### src/rtl/pipe_last_rr_merge.sv
// pipe_last_rr_merge: packet-atomic round-robin merge of NUM_CH PipeOutLast sources into one channel-tagged FIFO
module pipe_last_rr_merge #(
    parameter int WIDTH = 32,
    parameter int NUM_CH = 4,
    parameter int DEPTH = 4,
    localparam int CHW = (NUM_CH > 2) ? $clog2(NUM_CH) : 1,
    localparam int AW = $clog2(DEPTH)
) (
    input  logic                    CLK,
    input  logic                    nRST,
    output logic [NUM_CH-1:0]       in_deq__ENA,
    input  logic [NUM_CH-1:0]       in_deq__RDY,
    input  logic [NUM_CH*WIDTH-1:0] in_first,
    input  logic [NUM_CH-1:0]       in_first__RDY,
    input  logic [NUM_CH-1:0]       in_last,
    input  logic [NUM_CH-1:0]       in_last__RDY,
    input  logic                    out_deq__ENA,
    output logic                    out_deq__RDY,
    output logic [WIDTH-1:0]        out_first,
    output logic                    out_first__RDY,
    output logic                    out_last,
    output logic                    out_last__RDY,
    output logic [CHW-1:0]          out_chan,
    output logic [AW:0]             count
);
    typedef enum logic {IDLE, LOCKED} state_t;
    state_t            state_q, state_d;
    logic [CHW-1:0]    rr_ptr_q, rr_ptr_d, owner_q, owner_d, grant, idx;
    logic [AW-1:0]     wr_ptr_q, wr_ptr_d, rd_ptr_q, rd_ptr_d;
    logic [AW:0]       count_q, count_d;
    logic [NUM_CH-1:0] elig;
    logic              any_elig, space, push, pop, grant_last, nonempty;
    logic [CHW+WIDTH:0] mem_q [DEPTH];
    logic [CHW+WIDTH:0] head;
    assign elig = in_deq__RDY & in_first__RDY & in_last__RDY;
    assign space = count_q != (AW+1)'(DEPTH);
    assign nonempty = count_q != '0;
    // Scan downwards so the channel closest to rr_ptr wins the last assignment
    always_comb begin
        grant = owner_q;
        idx = '0;
        any_elig = elig[owner_q];
        if (state_q == IDLE) begin
            any_elig = 1'b0;
            for (int k = NUM_CH - 1; k >= 0; k--) begin
                idx = CHW'((int'(rr_ptr_q) + k) % NUM_CH);
                if (elig[idx]) begin
                    grant = idx;
                    any_elig = 1'b1;
                end
            end
        end
    end
    // Gating with nRST keeps the pop strobes quiet while reset is asserted
    assign push = any_elig & space & nRST;
    assign pop = out_deq__ENA & nonempty;
    assign grant_last = in_last[grant];
    assign in_deq__ENA = push ? (NUM_CH'(1) << grant) : '0;
    always_comb begin
        state_d = state_q;
        rr_ptr_d = rr_ptr_q;
        owner_d = owner_q;
        if (push) begin
            state_d = grant_last ? IDLE : LOCKED;
            owner_d = grant_last ? owner_q : grant;
            rr_ptr_d = !grant_last ? rr_ptr_q : (int'(grant) == NUM_CH - 1) ? '0 : grant + 1'b1;
        end
        wr_ptr_d = wr_ptr_q + AW'(push);
        rd_ptr_d = rd_ptr_q + AW'(pop);
        count_d = count_q + (AW+1)'(push) - (AW+1)'(pop);
    end
    always_ff @(posedge CLK or negedge nRST) begin
        if (!nRST) begin
            state_q <= IDLE;
            rr_ptr_q <= '0;
            owner_q <= '0;
            wr_ptr_q <= '0;
            rd_ptr_q <= '0;
            count_q <= '0;
        end else begin
            state_q <= state_d;
            rr_ptr_q <= rr_ptr_d;
            owner_q <= owner_d;
            wr_ptr_q <= wr_ptr_d;
            rd_ptr_q <= rd_ptr_d;
            count_q <= count_d;
        end
    end
    always_ff @(posedge CLK) begin
        if (push) mem_q[wr_ptr_q] <= {grant, grant_last, in_first[int'(grant)*WIDTH +: WIDTH]};
    end
    assign head = mem_q[rd_ptr_q];
    assign out_deq__RDY = nonempty;
    assign out_first__RDY = nonempty;
    assign out_last__RDY = nonempty;
    assign out_first = nonempty ? head[WIDTH-1:0] : '0;
    assign out_last = nonempty & head[WIDTH];
    assign out_chan = nonempty ? head[CHW+WIDTH:WIDTH+1] : '0;
    assign count = count_q;
endmodule

### config.mk
export PLATFORM = sky130hd
export DESIGN_NAME = pipe_last_rr_merge
export DESIGN_NICKNAME = d
export VERILOG_FILES = /design/src/rtl/pipe_last_rr_merge.sv
export SDC_FILE = /design/constraint.sdc
export NUM_CORES = 1
export LEC_CHECK = 0
export ABC_CLOCK_PERIOD_IN_PS = 8700
export CORE_MARGIN = 4
export CORE_UTILIZATION = 40
export CTS_BUF_LIST = sky130_fd_sc_hd__clkbuf_2
export DETAILED_ROUTE_END_ITERATION = 8
export GPL_TIMING_DRIVEN = 0
export PLACE_DENSITY = 0.68
export REMOVE_ABC_BUFFERS = 1
export SYNTH_ARGS = -nofsm -noshare
export SYNTH_HDL_FRONTEND = slang
export SYNTH_SLANG_ARGS = --single-unit
### constraint.sdc
create_clock -name CLK -period 8.7 [get_ports CLK]
set_input_delay 0.87 -clock CLK [delete_from_list [all_inputs] [get_ports CLK]]
set_output_delay 0.87 -clock CLK [all_outputs]
set_load 0.02 [all_outputs]
## After elaboration in Yosys (flattened, before gate mapping)

Memory sizes are Yosys's and may differ from the RTL's.
Index checks and enable logic that the tools add are counted.

| word-level totals | value |
|---|---|
| bits in latches | 0 |
| logic and storage cells | 64 |
| output and inout bits | 45 |
| bits in registers | 12 |
| ROM bits | 0 |
| memories | 1 |
| bits in writable memories | 140 |
| input bits | 147 |

Memories:

| memory | words | width | rd ports | clocked after Yosys merged registers in | wr ports | RTL line | source |
|---|---|---|---|---|---|---|---|
| mem_q | 4 | 35 | 1 | 0 | 1 | 33 | `logic [CHW+WIDTH:0] mem_q [DEPTH];` |

| cells by class | value |
|---|---|
| muxes and demuxes | 29 |
| div/mod/pow operators | 0 |
| multipliers | 0 |
| add/subtract/negate cells | 8 |
| equal/unequal tests | 2 |
| bitwise operators | 7 |
| reduce and logical (&&, ||, !) cells | 3 |
| $lt $le $gt $ge | 6 |
| shift operators | 2 |

Operators with widths:

| operator | number |
|---|---|
| variable part select 128 x 8 -> 32 bit | 1 |
| 2-to-1 mux 32 bit | 1 |
| < comparator 2 x 3 -> 1 bit, second input constant | 6 |
| 2-to-1 mux 1 bit | 14 |
| 2-to-1 mux 2 bit | 7 |
| binary-select mux 1 bit (select 2 bit) | 6 |
| AND 4 bit | 2 |
| adder 2 x 1 -> 2 bit | 2 |
| adder 2 x 1 -> 2 bit, second input constant | 2 |
| adder 2 bit, second input constant | 2 |
| AND 1 bit | 4 |
| 2-to-1 mux 4 bit | 1 |
| AND reduction 2 bit | 2 |
| left shift 1 x 2 -> 4 bit, first input constant | 1 |
| adder 3 x 1 -> 3 bit | 1 |
| inequality test 3 bit, second input constant | 1 |
| nonzero test 3 bit | 1 |
| subtractor 3 x 1 -> 3 bit | 1 |
| equality test 2 x 1 -> 1 bit, second input constant | 1 |
| NOT 1 bit | 1 |

## Logic depth before layout (Yosys ltp)

| logic depth | value |
|---|---|
| depth after elaboration | 13 |
| mapped depth | 12 |
| gate-level depth less buffers | 12 |

## Worst setup path after synthesis

No wires, ideal clock.

| timing | value |
|---|---|
| path kind | input -> register |
| from | input port in_deq__RDY[1] |
| to | memory mem_q[2][0] (netlist name) (enable) |
| cell stages on the path | 6 |
| path buffers | 1 |
| data arrival time | 4292 ps |
| setup slack | 3930 ps |
| setup time | 478 ps |
| data required time | 8222 ps |
| path through | and3_1 > buf_6 > o21ai_0 > a31oi_1 > o2111ai_1 > nor3b_1 |

| on the way | value |
|---|---|
| cells in the longest elaborated chain, start to end | 13 |
| elaborated cells between the ends (all ways) | 21 |
| classes of those cells | 17 x mux; 4 x bitwise |

Ends and longest elaborated chain:

| item | RTL line | source |
|---|---|---|
| from (decl) | 12 | `input logic [NUM_CH-1:0] in_deq__RDY,` |
| AND 4 bit * (2 in a row) | 35 | `assign elig = in_deq__RDY & in_first__RDY & in_last__RDY;` |
| binary-select mux 1 bit (select 2 bit) | 47 | `if (elig[idx]) begin` |
| 2-to-1 mux 1 bit (implied by the code) | 47 |  |
| 2-to-1 mux 1 bit (4 in a row) | 47 |  |
| 2-to-1 mux 1 bit * | 43 | `if (state_q == IDLE) begin` |
| AND 1 bit * (2 in a row) | 55 | `assign push = any_elig & space & nRST;` |
| 2-to-1 mux 1 bit * | 90 | `if (push) mem_q[wr_ptr_q] <= {grant, grant_last, in_first[int'(grant)*WIDTH +: WIDTH]};` |
| 2-to-1 mux 1 bit (implied by the code) * | 90 |  |
| to (decl) | 33 |  |

Every way passes the cells marked *; elsewhere a longest branch is shown, timed or not. The select of a mux whose other input is x is not followed.

## Worst setup path in the final report

| timing | value |
|---|---|
| from | input port in_deq__RDY[1] |
| to | output port in_deq__ENA[3] |

| on the way | value |
|---|---|
| cells in the longest elaborated chain, start to end | 12 |
| elaborated cells between the ends (all ways) | 26 |
| classes of those cells | 1 x shift; 21 x mux; 4 x bitwise |

Ends and longest elaborated chain:

| item | RTL line | source |
|---|---|---|
| AND 4 bit * (2 in a row) | 35 |  |
| binary-select mux 1 bit (select 2 bit) | 47 |  |
| 2-to-1 mux 1 bit (implied by the code) | 47 |  |
| 2-to-1 mux 1 bit (4 in a row) | 47 |  |
| 2-to-1 mux 1 bit | 43 |  |
| AND 1 bit (2 in a row) | 55 |  |
| 2-to-1 mux 4 bit * | 58 | `assign in_deq__ENA = push ? (NUM_CH'(1) << grant) : '0;` |
| to (decl) | 11 | `output logic [NUM_CH-1:0] in_deq__ENA,` |

Marks and branches as above.

==> summary.txt <==
Status
  • Status: complete, no violations

Detailed routing
  • DRT Wirelength: 16200 µm
  • Iteration-0 DRC count of the detailed router: 206
  • Drt via density: 5.17
  • Routed Antenna Nets: 0
  • Via count: 4868
  • DRC viols: 0
  • Pre-antenna DRT Iters: 4
  • WL per Instance: 17.2 µm

Timing
  • Fmax: 173 MHz
  • Final Max Tran Viols: 0
  • Worst Clk Skew: 31.3 ps
  • Tcrit/Tclk final: 0.665
  • Min Tclk post-route: 5780 ps
  • Max-slew headroom: 0.390
  • Setup slack after layout: 2920 ps
  • Setup TNS: 0 ps
  • Setup violators final: 0
  • RSZ-0062 raised after global routing: no
  • Slew @ Worst Pin: 915 ps
  • Final hold violations: 0

Place
  • Placed Cells: 909
  • Gpl congestion: 0.825
  • Post-Place Worst Slack: 2900 ps
  • IO buf count: 191
  • Post-DP HPWL: 11600 µm

Floorplan
  • Die Width: 143 µm
  • Core area: 18000 µm²
  • Row cnt: 49
  • Initial Utilization: 0.407
  • I/O Pins: 192
  • Die area: 20500 µm²
  • Die Ht: 143 µm

Power and ir drop
  • Leakage power: 0.00344 µW
  • PD cells: 368 nW/µm²
  • Maximum vdd ir drop: 383 µV

Layout
  • Layout cells sized above 1: 0.185
  • Fin cells: 941
  • N_diodes: 0
  • Nets@finish: 855
  • P&R area growth vs syn: 35.2%

Logic synthesis
  • Largest family of logic cells by synthesized area: multiplexers
  • Synth Area in Simple Gates: 0.110
  • Area leader, netlist: edfxtp_1
  • Mapped Area: 7320 µm²
  • Syn Inst Count: 505
  • Post-synth cell types: 53
  • Synth Register Bits: 152
  • Post-synthesis sequential area ratio: 0.616
  • Synth Area in Compound Gates: 0.0539
  • Synthesized-area fraction occupied by xor and xnor cells: 0.00479
  • Post-Synth Adder-Cell Area: 0.0164
  • Multiplexer area fraction after synthesis: 0.167
  • Yosys warnings: 0
  • Synth top area share: 0.575
  • Avg Cell Area, Syn: 14.5 µm²
  • Synth top area cells: edfxtp_1 (57%), mux4_2 (11%), mux2_2 (4.5%)

Global routing
  • Vias in the first global route: 5164
  • Pin count of the biggest net entering global routing: 68
  • Grt ovf: 0
  • Total track usage: 0.161
  • First-pass GRT wire length: 25600 µm
  • Initial antenna violation count: 0

Clocking
  • Clock root buffer master: clkbuf_2
  • Hold_buf cts: 0
  • Postcts setup bufs: 0
  • CTS H-tree lvls: 4
  • CTS Buf Count: 17
  • Skew-Pair Late Insertion Delay: 690 ps
  • TritonCTS clock tree: done
  • Post-CTS Resized: 0
  • Clk buf depth: 2
  • Clk pin slew, worst setup/hold paths: 230 ps
  • Clk sink count: 152

Run
  • # Max-Cap Violations: 0

Worst setup path
  • Setup crit end kind: output pin
  • Delay-heaviest family, CP: buffers and inverters
  • CP dominant cell by count: clkdlybuf4s50_1
  • Critical path's slowest cell: inv_2
  • CP Class: in2out
  • Crit Path Max Fanout: 67
  • CP arrival: 4910 ps
  • CP peak stage delay: 970 ps
  • Crit start category: input pin
  • CP bufs+invs: 3
  • Worst-path cell chain: clkdlybuf4s50_1 -> and3_1 -> nor2_1 -> o311ai_4 -> nand3_4 -> inv_2 -> ha_1 -> and2_1 -> clkdlybuf4s50_1
  • CP required: 7830 ps

Worst hold path
  • Worst min path class: in2async
## kinds of logic (layout without fill, tap and decap cells)
kind of cell | count (synthesis) | count (layout)
AOI/OAI and AO/OA | 55 | 55
xor gates and xnor gates | 4 | 4
adders and majority gates | 9 | 9
buffers and inverters | 42 | 249
DFF | 152 | 152
muxes | 72 | 72
and+or+nand+nor | 171 | 171
## path summary, 6_finish.rpt
kind	from	to	slack (ps)	cells after the start
min in group CLK	rd_ptr_q[1]	rd_ptr_q[1]	530	1
setup reg to reg	rr_ptr_q[1]	rr_ptr_q[1]	5000	7
hold / removal	nRST	rr_ptr_q[0]	510	1
setup / recovery	in_deq__RDY[1]	in_deq__ENA[3]	2920	9
hold reg to reg	rd_ptr_q[1]	rd_ptr_q[1]	530	1
max in group asynchronous	nRST	rd_ptr_q[0]	7790	1
## synth_stat cells, drive strengths merged
cell type,number
edfxtp,140
nand2,68
nor2,38
mux2,36
nor2b,36
mux4,35
a31oi,33
buf,20
clkbuf,13
dfrtp,12
nand3,9
ha,8
inv,8
and2,6
and3,5
a21oi,4
nor3,3
o21ai,3
o31ai,3
nand4,2
o21a,2
o311ai,2
xnor2,2
xor2,2
a22oi,1
a311oi,1
clkinv,1
fa,1
mux2i,1
nand2b,1
nand4b,1
nor3b,1
nor4,1
o2111ai,1
o211ai,1
o221ai,1
o22ai,1
o311a,1
o31a,1
## layer usage
metal / vias up / wire length, µm / track usage
met4: 0 / 274 / 0.0570
met1: 2382 / 6420 / 0.188
met2: 150 / 8570 / 0.290
met3: 21 / 941 / 0.0392
met5: - / 0 / 0
li1: 2315 / - / -
## worst register-to-register path, cell delays in order, from the launching register on
cell and delay, ps:
dfrtp_1 580, nand4b_1 200, a21oi_1 110, o21ai_1 320, nand3_4 760, inv_2 990, ha_1 380, mux2_1 270
## cells in the final DEF (no fill, tap or decap), types with 2 or more instances in the layout
cell             synthesis  layout
clkdlybuf4s50_1          0     191
edfxtp_1               140     140
nand2_1                 68      68
nor2_1                  38      37
nor2b_1                 36      36
mux4_2                  35      35
a31oi_1                 33      33
mux2_2                  29      29
clkbuf_2                 1      17
dfrtp_1                 12      10
nand3_1                  8       8
ha_1                     8       8
inv_1                    7       7
clkinv_4                 0       7
buf_6                    4       7
and2_1                   6       6
buf_8                    0       6
mux2_4                   4       4
bufinv_16                0       4
and3_1                   4       3
a21oi_1                  3       3
nor3_2                   1       3
o31ai_1                  3       3
mux2_1                   3       3
clkinv_2                 0       3
buf_12                   1       3
o21ai_0                  2       2
xnor2_1                  2       2
xor2_1                   2       2
nand4_1                  2       2
o21a_1                   2       2
dfrtp_2                  0       2
## registers in the layout (all words and copies together) (netlist names)
signal / cells
owner_q: 2
rd_ptr_q: 2
wr_ptr_q: 2
rr_ptr_q: 2
mem_q: 140
count: 3
state_q: 1
## final cells by class
class | instances | area [µm²]
fill | 1452 | 8070
sequential | 152 | 4510
multi-input combinational | 311 | 2610
timing repair buffer | 208 | 2170
tap | 229 | 287
clock inverter | 15 | 204
clock buffer | 17 | 85.1
inverter | 9 | 33.8
## report_power, final
| group | switching [µW] | internal, µW | total, µW |
|---|---|---|---|
| registers | 98.8 | 1180 | 1270 |
| clock network | 246 | 190 | 436 |
| logic | 1040 | 898 | 1930 |
## stage by stage
stage | utilization | hold WS [ps] | instance area [µm²] | power (µW)
3_3_place_gp | 0.518 | 503 | 9310 | 3140
3_5_place_dp | 0.535 | 510 | 9600 | 3270
5_1_grt | 0.551 | 463 | 9890 | 3910
6_report | 0.551 | 507 | 9890 | 3640
4_1_cts | 0.551 | 425 | 9890 | 3710
2_1_floorplan | - | 487 | 7110 | 2480
Power figures use the tool's default switching activity.
==> RTL edit: new RTL, same flow settings <==
Put one more register stage on the output `count`, cleared by the reset. The value now appears one clock later. The other outputs are not delayed to match.
--- a/src/rtl/pipe_last_rr_merge.sv
+++ b/src/rtl/pipe_last_rr_merge.sv
@@ -96,6 +96,12 @@
     assign out_first = nonempty ? head[WIDTH-1:0] : '0;
     assign out_last = nonempty & head[WIDTH];
     assign out_chan = nonempty ? head[CHW+WIDTH:WIDTH+1] : '0;
-    assign count = count_q;
+    always_ff @(posedge CLK or negedge nRST) begin
+        if (!nRST) begin
+            count <= '0;
+        end else begin
+            count <= count_q;
+        end
+    end
 endmodule
 
Behaviour: not the same (Yosys sat finds a counterexample within 4 cycles, from zero or initial values and one cycle with nRST low).
==> RTL edit against the original RTL <==
  * Global-route usage down 0.084 points
  * Synthesized area up 1.0%
  * Setup slack worse by 0.022 ns
  * Routed wire length up 3.4%
  * Sequential share of layout area up 0.71 points
  * Final area up 0.10%
  * Power down 0.85%
  * Worst hold slack worse by 0.017 ns
  * Sequential cell count up 3
  * Clock skew down 0.0043 ns
  * Core utilization down 0.32 points
  * Critical endpoint unchanged
  * Largest power group unchanged
==> RTL edit: results (changes against the original RTL) <==
[global_route]
grt_max_degree=68  ; unchanged
first_global_vias=5014  ; -2.9%
track_usage=0.1601  ; -0.0008411
grt_pass1_wl_microns=25330  ; -0.95%

[logic_synthesis]
yosysTopAreaCell=edfxtp_1
seq_area_frac_synth=0.6196  ; +0.003904
yosysWarnings=0  ; unchanged
synth_edf_count=140  ; unchanged
synthTopCellsByArea=edfxtp_1 57%, mux4_2 11%, dfrtp_1 5.1%, mux2_2 4.4%, nand2_1 3.5%
async_reset_ff_frac=0.09677  ; +0.01783

[clock_tree]
root_buffer=clkbuf_2
post_cts_resized=0  ; unchanged
clkTransAtPathRegs_ns=0.22
clk_path_buf_depth=2  ; unchanged
clk_latency_ns=0.67  ; -0.02 ns
post_cts_buffers=0  ; unchanged

[sta]
clock-skew-final_ns=0.02703  ; -0.004293 ns
max-slew-margin-rel=0.3786  ; -0.01141

[worst_setup_path]
cp_data_arrival_time_ns=4.94  ; +0.03 ns

[worst_hold_path]
hp-class=flip-flop to flip-flop

[pwr]
p_leak_nw=3.433  ; about the same
p_comb_frac=0.536  ; +0.005
p_sw_frac=0.3832  ; +0.004297
seq-power_w=0.00131  ; +3%
ir_drop_uv=267.2  ; -30%

[cells_and_area]
top_regs=mem_q x140, count x3, count_q x3
drive_gt1_frac=0.1804  ; -0.004974
n_antenna_cell=0  ; unchanged
nets=859  ; +0.47%

[routing]
num_vias=4868  ; unchanged
drt-initial-drc-count=171  ; -17%
totalWireLength_microns=16750  ; +3.4%

[run_status]
status=completed

[place]
placed_cell_area_sq_um=9683  ; +0.83%
place_hpwl_microns=11830  ; +2.3%
io_buffers=191  ; unchanged
gp_congestion=0.7759  ; -5.9%

==> RTL edit: changes by cell type in the layout (fill, tap and decap cells not counted) <==
cell / delta
clkinv_4: -5
buf_6: +4
buf_8: -4
clkinv_1: +3
clkinvlp_4: +3
dfrtp_1: +3
bufinv_16: -2
buf_12: +1
clkbuf_2: +1
clkinv_2: -1
==> RTL edit: layer usage <==
| layer | vias up | GRT usage | wire length [microns] |
|---|---|---|---|
| met2 | 132 | 0.2915 | 9092 |
| met5 | - | 0 | 0 |
| met1 | 2406 | 0.1895 | 6546 |
| li1 | 2317 | - | - |
| met4 | 0 | 0.04757 | 178 |
| met3 | 13 | 0.03494 | 933 |
==> RTL edit: path summary, 6_finish.rpt <==
path	from	end	slack (ns)	cells after the start
worst max-delay path	in_first__RDY[1]	in_deq__ENA[3]	2.89	9
worst min-delay path	count_q[0]$_DFF_PN0_	count[0]$_DFF_PN0_	0.49	0
worst max register to register	rr_ptr_q[1]$_DFFE_PN0P_	mem_q[0][11]$_DFFE_PP_	4.92	7
worst min register to register	count_q[0]$_DFF_PN0_	count[0]$_DFF_PN0_	0.49	0
max in group asynchronous	nRST	rd_ptr_q[0]$_DFF_PN0_	7.58	1
min in group asynchronous	nRST	count[1]$_DFF_PN0_	0.59	1
==> RTL edit: layout make-up <==
type | count | area [sq um]
clock buffer | 18 | 90.09
fill | 1473 | 8184
sequential | 155 | 4582
multi-input combinational | 311 | 2608
inverter | 9 | 33.78
timing repair buffer | 209 | 2173
tap | 229 | 286.5
clock inverter | 13 | 128.9
==> RTL edit: worst max-delay path: stages <==
cell and delay (ns):
clkdlybuf4s50_1 0.48, and3_1 0.32, nor2_1 0.14, o311ai_4 0.32
nand3_4 0.75, inv_2 1.00, ha_1 0.30, and2_1 0.13
clkdlybuf4s50_1 0.60
==> RTL edit: cells by family (layout without fill, tap and decap cells) <==
kind of cell | after synthesis | count (layout) | share of synthesized area
and+or+nand+nor | 171 | 171 | 0.1094
adders and majority gates | 9 | 9 | 0.01625
AOI/OAI and AO/OA | 55 | 55 | 0.05333
buffers and inverters | 42 | 249 | 0.03182
DFF | 155 | 155 | 0.6196
xor gates and xnor gates | 4 | 4 | 0.004741
muxes | 72 | 72 | 0.1649
==> RTL edit: per-stage QoR <==
stage	total power, W	hold slack (ns)	utilization	setup slack (ns)	cells
floorplan	0.002505	0.4013	-	3.898	475
global placement	0.003166	0.4212	0.5191	1.113	895
detailed placement	0.003305	0.4408	0.5354	2.827	913
CTS	0.003682	0.4957	0.5475	2.826	944
global route	0.003870	0.5169	0.5475	2.595	944
finish	0.003614	0.4893	0.5475	2.895	944
